**src/rtl/pw_trigger_capture_ctrl.sv**
```systemverilog
// ---------------------------------------------------------------------------
// pw_trigger_capture_ctrl
//
// Front-end capture sequencer for the PhyWhisperer sniff path.
//   * Arms on a rising edge of the host arm level.
//   * Waits for a single-cycle pattern-match pulse.
//   * Emits a trigger pulse after a programmed delay, for a programmed width.
//   * In parallel, gates sniff-FIFO writes for a programmed number of
//     capture strobes, flags a sticky overflow and reports DONE.
//
// Ports
//   fe_clk           sole clock
//   reset_i          synchronous reset, active-high
//   I_arm            arm level (already in fe_clk domain)
//   I_match          1-cycle pattern-match pulse
//   I_trigger_delay  match-to-trigger delay, fe_clk cycles
//   I_trigger_width  trigger high time, fe_clk cycles (0 behaves as 1)
//   I_capture_len    capture strobes to accept (0 = unlimited)
//   I_capture_wr     front-end capture strobe
//   I_fifo_full      sniff FIFO full (write side)
//   O_capture_en     FIFO write gate
//   O_trigger        registered trigger output
//   O_match_disarm   1-cycle pulse when a match is accepted
//   O_armed          high while waiting for a match
//   O_done           high once trigger and capture are both finished
//   O_overflow       sticky: strobe offered while capturing with FIFO full
//   O_state          current state encoding for status readback
//
// Every output comes straight from a flop, so the trigger pin and the FIFO
// gate are glitch-free and change on the same edge as O_state.
// ---------------------------------------------------------------------------
module pw_trigger_capture_ctrl #(
  parameter int pTRIGGER_DELAY_WIDTH = 20,
  parameter int pTRIGGER_WIDTH_WIDTH = 16,
  parameter int pCAPTURE_LEN_WIDTH   = 16
) (
  input  logic                            fe_clk,
  input  logic                            reset_i,
  input  logic                            I_arm,
  input  logic                            I_match,
  input  logic [pTRIGGER_DELAY_WIDTH-1:0] I_trigger_delay,
  input  logic [pTRIGGER_WIDTH_WIDTH-1:0] I_trigger_width,
  input  logic [pCAPTURE_LEN_WIDTH-1:0]   I_capture_len,
  input  logic                            I_capture_wr,
  input  logic                            I_fifo_full,
  output logic                            O_capture_en,
  output logic                            O_trigger,
  output logic                            O_match_disarm,
  output logic                            O_armed,
  output logic                            O_done,
  output logic                            O_overflow,
  output logic [2:0]                      O_state
);

  localparam int DW = pTRIGGER_DELAY_WIDTH;
  localparam int WW = pTRIGGER_WIDTH_WIDTH;
  localparam int LW = pCAPTURE_LEN_WIDTH;

  localparam logic [DW-1:0] DELAY_ONE = {{(DW-1){1'b0}}, 1'b1};
  localparam logic [WW-1:0] WIDTH_ONE = {{(WW-1){1'b0}}, 1'b1};
  localparam logic [LW-1:0] COUNT_ONE = {{(LW-1){1'b0}}, 1'b1};
  localparam logic [LW-1:0] COUNT_MAX = {LW{1'b1}};

  typedef enum logic [2:0] {
    ST_IDLE     = 3'd0,
    ST_ARMED    = 3'd1,
    ST_DELAY    = 3'd2,
    ST_PULSE    = 3'd3,
    ST_WAIT_CAP = 3'd4,
    ST_DONE     = 3'd5
  } state_t;

  state_t          state_reg;
  logic            arm_prev_reg;
  logic [DW-1:0]   delay_cnt_reg;
  logic [WW-1:0]   width_cnt_reg;
  logic [WW-1:0]   width_reg;
  logic [LW-1:0]   len_reg;
  logic [LW-1:0]   count_reg;
  logic            capture_en_reg;
  logic            trigger_reg;
  logic            match_disarm_reg;
  logic            armed_reg;
  logic            done_reg;
  logic            overflow_reg;

  logic            capture_hit;
  logic [LW-1:0]   count_next;
  logic            cap_complete_next;

  // The width counter runs from width-1 down to 0, so the pulse is high for
  // exactly "width" cycles; a programmed width of 0 collapses to a single
  // cycle rather than wrapping to a huge pulse.
  function automatic logic [WW-1:0] width_to_count(input logic [WW-1:0] w);
    if (w == '0) begin
      return '0;
    end else begin
      return w - WIDTH_ONE;
    end
  endfunction

  // Strobe accounting. The count includes strobes the FIFO drops while full,
  // so the capture window length does not depend on FIFO back-pressure.
  // "Complete" is evaluated against the post-edge count so that the write
  // gate closes on the same edge that accepts the final strobe.
  always_comb begin
    capture_hit = capture_en_reg & I_capture_wr;
    count_next  = count_reg;
    if (capture_hit && (count_reg != COUNT_MAX)) begin
      count_next = count_reg + COUNT_ONE;
    end
    cap_complete_next = (len_reg != '0) && (count_next >= len_reg);
  end

  always_ff @(posedge fe_clk) begin
    if (reset_i) begin
      state_reg        <= ST_IDLE;
      arm_prev_reg     <= 1'b0;
      delay_cnt_reg    <= '0;
      width_cnt_reg    <= '0;
      width_reg        <= '0;
      len_reg          <= '0;
      count_reg        <= '0;
      capture_en_reg   <= 1'b0;
      trigger_reg      <= 1'b0;
      match_disarm_reg <= 1'b0;
      armed_reg        <= 1'b0;
      done_reg         <= 1'b0;
      overflow_reg     <= 1'b0;
    end else begin
      arm_prev_reg     <= I_arm;
      match_disarm_reg <= 1'b0;
      count_reg        <= count_next;

      // Sticky until the next arm; kept through abort for readback.
      if (capture_hit && I_fifo_full) begin
        overflow_reg <= 1'b1;
      end

      case (state_reg)
        ST_IDLE: begin
          // Only a fresh edge arms; a level held high after DONE does not.
          if (I_arm && !arm_prev_reg) begin
            state_reg    <= ST_ARMED;
            armed_reg    <= 1'b1;
            overflow_reg <= 1'b0;
            count_reg    <= '0;
          end
        end

        ST_ARMED: begin
          // Abort takes priority over a coincident match.
          if (!I_arm) begin
            state_reg <= ST_IDLE;
            armed_reg <= 1'b0;
          end else if (I_match) begin
            armed_reg        <= 1'b0;
            match_disarm_reg <= 1'b1;
            capture_en_reg   <= 1'b1;
            width_reg        <= I_trigger_width;
            len_reg          <= I_capture_len;
            if (I_trigger_delay != '0) begin
              // Counter reaches 0 after "delay" cycles in DELAY.
              state_reg     <= ST_DELAY;
              delay_cnt_reg <= I_trigger_delay - DELAY_ONE;
            end else begin
              state_reg     <= ST_PULSE;
              trigger_reg   <= 1'b1;
              width_cnt_reg <= width_to_count(I_trigger_width);
            end
          end
        end

        ST_DELAY: begin
          if (!I_arm) begin
            state_reg      <= ST_IDLE;
            trigger_reg    <= 1'b0;
            capture_en_reg <= 1'b0;
          end else begin
            capture_en_reg <= ~cap_complete_next;
            if (delay_cnt_reg == '0) begin
              state_reg     <= ST_PULSE;
              trigger_reg   <= 1'b1;
              width_cnt_reg <= width_to_count(width_reg);
            end else begin
              delay_cnt_reg <= delay_cnt_reg - DELAY_ONE;
            end
          end
        end

        ST_PULSE: begin
          if (!I_arm) begin
            state_reg      <= ST_IDLE;
            trigger_reg    <= 1'b0;
            capture_en_reg <= 1'b0;
          end else begin
            capture_en_reg <= ~cap_complete_next;
            if (width_cnt_reg == '0) begin
              trigger_reg <= 1'b0;
              if (cap_complete_next) begin
                state_reg <= ST_DONE;
                done_reg  <= 1'b1;
              end else begin
                state_reg <= ST_WAIT_CAP;
              end
            end else begin
              width_cnt_reg <= width_cnt_reg - WIDTH_ONE;
            end
          end
        end

        ST_WAIT_CAP: begin
          if (!I_arm) begin
            state_reg      <= ST_IDLE;
            capture_en_reg <= 1'b0;
          end else if (cap_complete_next) begin
            state_reg      <= ST_DONE;
            done_reg       <= 1'b1;
            capture_en_reg <= 1'b0;
          end
        end

        ST_DONE: begin
          capture_en_reg <= 1'b0;
          if (!I_arm) begin
            state_reg <= ST_IDLE;
            done_reg  <= 1'b0;
          end
        end

        default: begin
          state_reg      <= ST_IDLE;
          trigger_reg    <= 1'b0;
          capture_en_reg <= 1'b0;
          armed_reg      <= 1'b0;
          done_reg       <= 1'b0;
        end
      endcase
    end
  end

  assign O_capture_en   = capture_en_reg;
  assign O_trigger      = trigger_reg;
  assign O_match_disarm = match_disarm_reg;
  assign O_armed        = armed_reg;
  assign O_done         = done_reg;
  assign O_overflow     = overflow_reg;
  assign O_state        = state_reg;

endmodule

```
**config.mk**
```make
export PLATFORM = sky130hd
export DESIGN_NAME = pw_trigger_capture_ctrl
export DESIGN_NICKNAME = d
export VERILOG_FILES = /design/src/rtl/pw_trigger_capture_ctrl.sv
export SDC_FILE = /design/constraint.sdc
export NUM_CORES = 1
export LEC_CHECK = 0
export ABC_CLOCK_PERIOD_IN_PS = 3400
export CAP_MARGIN = 20
export CORE_AREA = 3 3 163 165
export DETAILED_ROUTE_END_ITERATION = 10
export DIE_AREA = 0 0 166 168
export GPL_TIMING_DRIVEN = 0
export HOLD_SLACK_MARGIN = 0.03
export PLACE_DENSITY_LB_ADDON = 0.15
export SYNTH_ARGS = -nofsm -noshare
export SYNTH_HDL_FRONTEND = slang
export SYNTH_SLANG_ARGS = --single-unit
```
**constraint.sdc**
```tcl
create_clock -name fe_clk -period 3.4 [get_ports fe_clk]
set_input_delay 0.68 -clock fe_clk [delete_from_list [all_inputs] [get_ports fe_clk]]
set_output_delay 0.68 -clock fe_clk [all_outputs]
set_load 0.01 [all_outputs]
```
==> results.py, run 1 <==
metrics = {
    "layout": {
        "fillers": 2698,
        "nNetsFinal": 1033,
        "layout-drive-gt1-share_pct": 7.21,
        "final_util_pct": 32.2,
        "area_delta_synth_final_pct": 23.6,
        "largest_reg_flops": 20,
        "postLayoutCellArea_sq_um": 8120,
        "seqCellArea_sq_um": 1890,
        "n_antenna_cell": 0,
        "multi_input_comb_area_sq_um": 4490,
    },
    "yosys": {
        "synth_top_area_share_pct": 28.7,
        "synth-compound-area-share_pct": 23.1,
        "yosysTopAreaCell": "dfxtp_1",
        "yosysWarnings": 0,
        "synth_area_leaders": "dfxtp_1 (29%), a21oi_1 (6.9%), nand2_1 (6.4%), ha_1 (4.4%), xor2_1 (3.6%)",
        "syn_area_sq_um": 6560,
        "synth_most_common_cell": "nand2_1",
        "yosys.area_share.simple_pct": 30.1,
        "synth_ff_type": "dfxtp_1",
        "synth_mux_area_share_pct": 2.25,
        "synth_cells": 873,
        "syn_area_per_cell_sq_um": 7.52,
        "synth_fp_nets": 954,
        "synth-adder-area-share_pct": 4.38,
        "synth_top_family_by_area": "simple AND/OR/NAND/NOR gates",
        "synthArstFlopShare_pct": 0,
        "synthTopCellsByCount": "nand2_1 (112), dfxtp_1 (94), a21oi_1 (91)",
        "synth-seq-area-share_pct": 28.7,
        "ys_ff_latch": 94,
        "synth_edf_count": 0,
        "synth_cell_types": 77,
        "post_synth_xor_area_fraction_pct": 6.54,
    },
    "setup_path": {
        "crit_required_ns": 3.67,
        "arrival_ns": 3.51,
        "slowest_stage": "nor4_4",
        "crit_type": "flip-flop to flip-flop",
        "crit_path_max_fanout": 5,
        "critPathLaunchType": "flip-flop",
        "cp_cell_sequence": "nand4_1 -> nor4_4 -> nor2_4 -> mux2_2 -> ha_1 -> and3_1 -> o21ai_0 -> a311o_1 -> a31oi_4 -> o32a_1 -> nor4_1",
        "cp_slowest_stage_delay_ns": 0.52,
        "end_kind": "flip-flop",
    },
    "route": {
        "wirelength_um": 22700,
        "wl_per_cell_um": 17.6,
        "route.detailed.vias_per_inst": 5.28,
        "drc_errors": 0,
        "firstDrtPassIters": 5,
        "drt_iter0_drc": 483,
        "num_vias": 6796,
        "antenna_left": 0,
    },
    "placement": {
        "placed_cell_area_sq_um": 7640,
        "hpwl_um": 17200,
        "io_buffer_count": 65,
        "gp_congestion": 0.839,
    },
    "grt": {
        "grt_antenna_before_repair": 0,
        "grt_pass1_wl_um": 36400,
        "grt_pass1_vias": 6548,
        "grt_usage_pct": 16.0,
        "grt_max_degree": 20,
        "overflow": 0,
    },
    "power": {
        "power.share.clock_pct": 36.5,
        "powerDensity_nw_per_um2": 363,
        "comb_power_share_pct": 23.4,
        "max-vdd-ir-drop_mv": 0.179,
        "power_frac_seq_pct": 40.1,
        "swShare_pct": 34.1,
        "p_leak_nw": 2.94,
        "p_int_w": 0.00194,
        "power_switching_w": 0.00100,
    },
    "clocking": {
        "numCtsBuffers": 9,
        "cts_tree": "done",
        "cts_buffer_depth": 2,
        "clk_latency_ns": 0.36,
        "root_buffer": "clkbuf_16",
        "h-tree-depth": 3,
        "path_clk_slew_ns": 0.09,
        "cts_sinks": 94,
    },
    "sta": {
        "maxSlewViolCount": 0,
        "fin_skew_ns": 0.0159,
        "finalSetupViolCount": 0,
        "fmax_mhz": 309,
        "rsz0062_at_grt": "true",
        "period_share_pct": 95.3,
        "tightest_slew_ns": 1.03,
        "finalHoldViolations": 0,
        "fin_crit_ns": 3.24,
        "relSlewSlack_pct": 31.0,
    },
    "die": {
        "rows": 58,
        "dieArea_sq_um": 27900,
        "initial_core_util_pct": 26.1,
        "die_x_um": 166,
        "core_area_sq_um": 25200,
        "ios": 67,
        "die_y_um": 168,
    },
    "flow_run": {
        "drv_cap": 0,
    },
    "outcome": {
        "status": "finished, final reports clean",
    },
    "min_path": {
        "hp-class": "flip-flop to flip-flop",
    },
}
layout by cell type (no fill, tap or decap), types with 13 or more instances in the layout:
cell               n
inv_1             34
nor4_1            18
o21ai_0           43
nand4_1           20
nor2_1            61
clkdlybuf4s50_1   65
xnor2_1           20
clkbuf_1          29
nand3_1           20
xor2_1            27
dfxtp_1           91
ha_1              22
nand2_1          111
or3_1             15
a21oi_1           90
nor3_1            25
a31oi_1           15
o211ai_1          13
nor2b_1           22
metrics by stage:
step | instances | setup WS, ns | hold slack, ns | total power (W) | setup TNS, ns
floorplan | 873 | 0.0668 | 0.449 | 0.00161 | 0
global placement | 1268 | -1.05 | 0.457 | 0.00188 | -17.82
detailed placement | 1269 | -1.03 | 0.459 | 0.00188 | -14.29
CTS | 1286 | 0.00745 | 0.479 | 0.00298 | 0
global route | 1287 | -0.0808 | 0.505 | 0.00311 | -0.144
finish | 1287 | 0.160 | 0.474 | 0.00294 | 0
per-layer routing:
layer | track usage (%) | vias up | routed length (um)
li1 | - | 3388 | -
met1 | 22.7 | 3249 | 11300
met2 | 25.9 | 144 | 10400
met3 | 2.51 | 15 | 757
met4 | 3.58 | 0 | 259
met5 | 0 | - | 0
area by class of cell:
type / count / area share (%)
Buffer: 47 / 2.64
Sequential cell: 94 / 23.3
Clock buffer: 9 / 2.78
Clock inverter: 7 / 0.987
Tap cell: 330 / 5.09
Inverter: 35 / 1.62
Multi-Input combinational cell: 697 / 55.4
Timing Repair Buffer: 68 / 8.26
cells by family (layout without fill, tap and decap cells):
group                      Yosys count  in the layout
and+or+nand+nor                    370            370
muxes                               14             14
adders and majority gates           23             23
DFF                                 94             94
buffers and inverters               82            166
AOI/OAI and AO/OA                  241            241
xor gates and xnor gates            49             49
critical path: cells and delay by family (launching register included):
family          cells  cell delay (ns)
compound gates      4             0.90
fa+ha+maj           1             0.28
mux                 1             0.30
flops               1             0.42
simple gates        5             1.23
path summary, 6_finish.rpt:
| path | slack (ns) | depth (start not counted) | start | to |
|---|---|---|---|---|
| max | 0.16 | 11 | count_reg[7] | O_capture_en |
| min reg2reg | 0.47 | 2 | len_reg[5] | len_reg[5] |
| min | 0.47 | 2 | len_reg[5] | len_reg[5] |
| max reg2reg | 0.16 | 11 | count_reg[7] | O_capture_en |
power groups by stage:
stage	Sequential (W)	Combinational, W	Clock (W)
6_report	0.00118	0.000689	0.00108
5_1_grt	0.00119	0.000762	0.00116
4_1_cts	0.00118	0.000685	0.00111
3_5_place_dp	0.00120	0.000670	0
3_3_place_gp	0.00121	0.000673	0
2_1_floorplan	0.00119	0.000418	0
what timing repair did:
| item | 4_1_cts | 5_1_grt |
|---|---|---|
| setup endpoints to repair | 12 | 21 |
| hold buffers | 0 | 0 |
| pin swaps | 2 | 6 |
| setup buffers | 1 | 1 |
| gates resized for setup | 21 | 15 |
| cloned | 0 | 0 |
No activity file was read; power rests on OpenSTA's default activity.
==> run 2, diff against run 1 <==
--- a/config.mk
+++ b/config.mk
@@ -5,13 +5,14 @@
 export SDC_FILE = /design/constraint.sdc
 export NUM_CORES = 1
 export LEC_CHECK = 0
-export ABC_CLOCK_PERIOD_IN_PS = 3400
+export ABC_CLOCK_PERIOD_IN_PS = 4000
 export CAP_MARGIN = 20
 export CORE_AREA = 3 3 163 165
 export DETAILED_ROUTE_END_ITERATION = 10
 export DIE_AREA = 0 0 166 168
+export DONT_BUFFER_PORTS = 1
 export GPL_TIMING_DRIVEN = 0
-export HOLD_SLACK_MARGIN = 0.03
+export HOLD_SLACK_MARGIN = 0.12
 export PLACE_DENSITY_LB_ADDON = 0.15
 export SYNTH_ARGS = -nofsm -noshare
 export SYNTH_HDL_FRONTEND = slang
==> constraint.sdc (replaced) <==
create_clock -name fe_clk -period 4 [get_ports fe_clk]
set_input_delay 0.8 -clock fe_clk [delete_from_list [all_inputs] [get_ports fe_clk]]
set_output_delay 0.8 -clock fe_clk [all_outputs]
set_load 0.01 [all_outputs]
==> run 2 against run 1 <==
Compared with the run above: first-iteration DRC count down 23%; die area unchanged; critical path type unchanged; highest routed layer unchanged; setup slack better by 0.13 ns; fmax down 13%; sequential share of layout area up 2.6 points; register-to-register slack better by 0.13 ns; largest power group unchanged.
==> results.py, run 2 (synthesis gave the netlist of run 1 again) <==
metrics = {
    "setup_path": {
        "arrival_ns": 3.91,
        "reg2reg_setup_slack_ns": 0.29,
        "crit_type": "flip-flop to flip-flop",
        "critPathLaunchType": "flip-flop",
        "end_kind": "flip-flop",
        "crit_required_ns": 4.20,
        "reg2reg_to": "O_state[0]",
        "r2r_cells": 13,
        "crit_path_max_fanout": 5,
        "r2r_start": "count_reg[0]",
    },
    "power": {
        "p_leak_nw": 2.62,
        "max-vdd-ir-drop_mv": 0.168,
        "power_w": 0.00239,
        "powerDensity_nw_per_um2": 328,
    },
    "clocking": {
        "clk_latency_ns": 0.37,
        "ctsHoldBuffers": 0,
        "root_buffer": "clkbuf_16",
        "numCtsBuffers": 9,
        "cts_sinks": 94,
        "path_clk_slew_ns": 0.08,
        "cts_resized": 3,
        "cts_tree": "done",
        "h-tree-depth": 3,
        "cts_buffer_depth": 2,
        "cts_setup_buffers": 0,
    },
    "min_path": {
        "min-delay-start": "len_reg[5]",
        "whs_endpoint": "len_reg[5]",
        "hold_depth": 2,
        "hp-class": "flip-flop to flip-flop",
    },
    "layout": {
        "layout_commonest_cell": "nand2_1",
        "final_util_pct": 29.0,
        "fillers": 2771,
        "mostFrequentLayoutCells": "nand2_1 (112), dfxtp_1 (92), a21oi_1 (91)",
        "layout-drive-gt1-share_pct": 6.07,
        "multi_input_comb_area_sq_um": 4370,
        "postLayoutCellArea_sq_um": 7300,
        "area_delta_synth_final_pct": 11.2,
        "n_antenna_cell": 0,
        "largest_reg_flops": 20,
        "seqCellArea_sq_um": 1880,
        "nNetsFinal": 966,
    },
    "outcome": {
        "status": "finished, final reports clean",
    },
    "grt": {
        "grt_pass1_wl_um": 35100,
        "top_usage_layer": "met2",
        "grt_antenna_before_repair": 0,
        "grt_util_met3_pct": 2.98,
        "grt_pass1_vias": 6270,
        "grt_max_degree": 20,
        "overflow": 0,
        "use_met1_pct": 21.3,
        "met2_usage_pct": 25.3,
        "grt_usage_pct": 15.8,
    },
    "route": {
        "wirelength_um": 22500,
        "antenna_left": 0,
        "drc_errors": 0,
        "wl_per_cell_um": 18.4,
        "route.detailed.vias_per_inst": 5.31,
        "firstDrtPassIters": 5,
        "drt_iter0_drc": 371,
        "num_vias": 6477,
    },
    "placement": {
        "gp_congestion": 0.819,
        "hpwl_um": 17200,
        "post-place-ws_ns": -0.497,
        "io_buffer_count": 0,
        "placed_cell_area_sq_um": 6990,
    },
    "sta": {
        "tightest_slew_ns": 1.03,
        "rsz0062_at_grt": "false",
        "finalSetupViolCount": 0,
        "finalHoldViolations": 0,
        "fmax_mhz": 270,
        "maxSlewViolCount": 0,
        "fin_skew_ns": 0.0138,
        "relSlewSlack_pct": 30.5,
        "fin_crit_ns": 3.71,
        "period_share_pct": 92.7,
        "finalWorstSetupSlack_ns": 0.290,
    },
    "die": {
        "ios": 67,
        "initial_core_util_pct": 26.1,
        "rows": 58,
        "dieArea_sq_um": 27900,
        "die_x_um": 166,
        "die_y_um": 168,
        "core_area_sq_um": 25200,
    },
    "flow_run": {
        "drv_cap": 0,
    },
}
[run 2: worst max-delay path by stage]
stage                              endpoint         start  slack [ns]  depth (start not counted)
after floorplan           delay_cnt_reg[16]    O_state[2]        0.67                         14
after global placement    delay_cnt_reg[16]    O_state[2]       -0.55                         14
after detailed placement  delay_cnt_reg[16]    O_state[2]       -0.50                         14
after CTS                 delay_cnt_reg[16]    O_state[2]        0.09                         14
after global routing      delay_cnt_reg[16]    O_state[0]       0.007                         14
final                            O_state[0]  count_reg[0]        0.29                         13
[run 2: final cells by class]
| cell class | instances | area share, % |
|---|---|---|
| Multi-Input combinational cell | 697 | 59.8 |
| Inverter | 35 | 1.80 |
| Timing Repair Buffer | 1 | 0.0686 |
| Buffer | 47 | 2.69 |
| Clock inverter | 7 | 1.03 |
| Tap cell | 330 | 5.66 |
| Clock buffer | 9 | 3.09 |
| Sequential cell | 94 | 25.8 |
[run 2: where the power goes]
group | switching (W) | internal, W
clock network | 0.000466 | 0.000445
logic | 0.000299 | 0.000177
registers | 0.0000413 | 0.000966
[run 2: stage by stage]
stage,hold slack (ns),TNS (ns),cells
finish,0.480,0,1220
global placement,0.466,-3.21,1203
CTS,0.485,0,1220
detailed placement,0.473,-2.28,1204
floorplan,0.449,0,873
global route,0.519,0,1220
[run 2: routing by layer]
layer / wire length [um] / vias up
met5: 0 / -
met2: 10300 / 130
met3: 1020 / 28
met1: 10700 / 3051
li1: - / 3268
met4: 432 / 0
[run 2: worst max-delay path, cell delays in order, from the launching register on]
cell and delay [ns]:
dfxtp_1 0.35, ha_1 0.26, nand4_1 0.10, nor4_1 0.07, nor4_1 0.72, nand3_1 0.18
xnor2_1 0.35, ha_1 0.32, a21oi_1 0.16, o21ai_0 0.09, and2_1 0.21, or4_1 0.47
o21ai_0 0.20, a211oi_1 0.07
==> run 3, diff against run 2 <==
--- a/config.mk
+++ b/config.mk
@@ -8,6 +8,7 @@
 export ABC_CLOCK_PERIOD_IN_PS = 4000
 export CAP_MARGIN = 20
 export CORE_AREA = 3 3 163 165
+export CTS_CLUSTER_SIZE = 24
 export DETAILED_ROUTE_END_ITERATION = 10
 export DIE_AREA = 0 0 166 168
 export DONT_BUFFER_PORTS = 1
==> constraint.sdc (replaced) <==
create_clock -name fe_clk -period 4 [get_ports fe_clk]
set_input_delay 0.4 -clock fe_clk [delete_from_list [all_inputs] [get_ports fe_clk]]
set_output_delay 0.4 -clock fe_clk [all_outputs]
set_load 0.01 [all_outputs]
==> results of run 3 <==
Same layout as run 2 (identical final DEF). Status: finished, final reports clean.
Among the figures that moved: hold slack 0.480 ns -> 0.158 ns; end point of the worst hold path len_reg[5] -> width_reg[11]
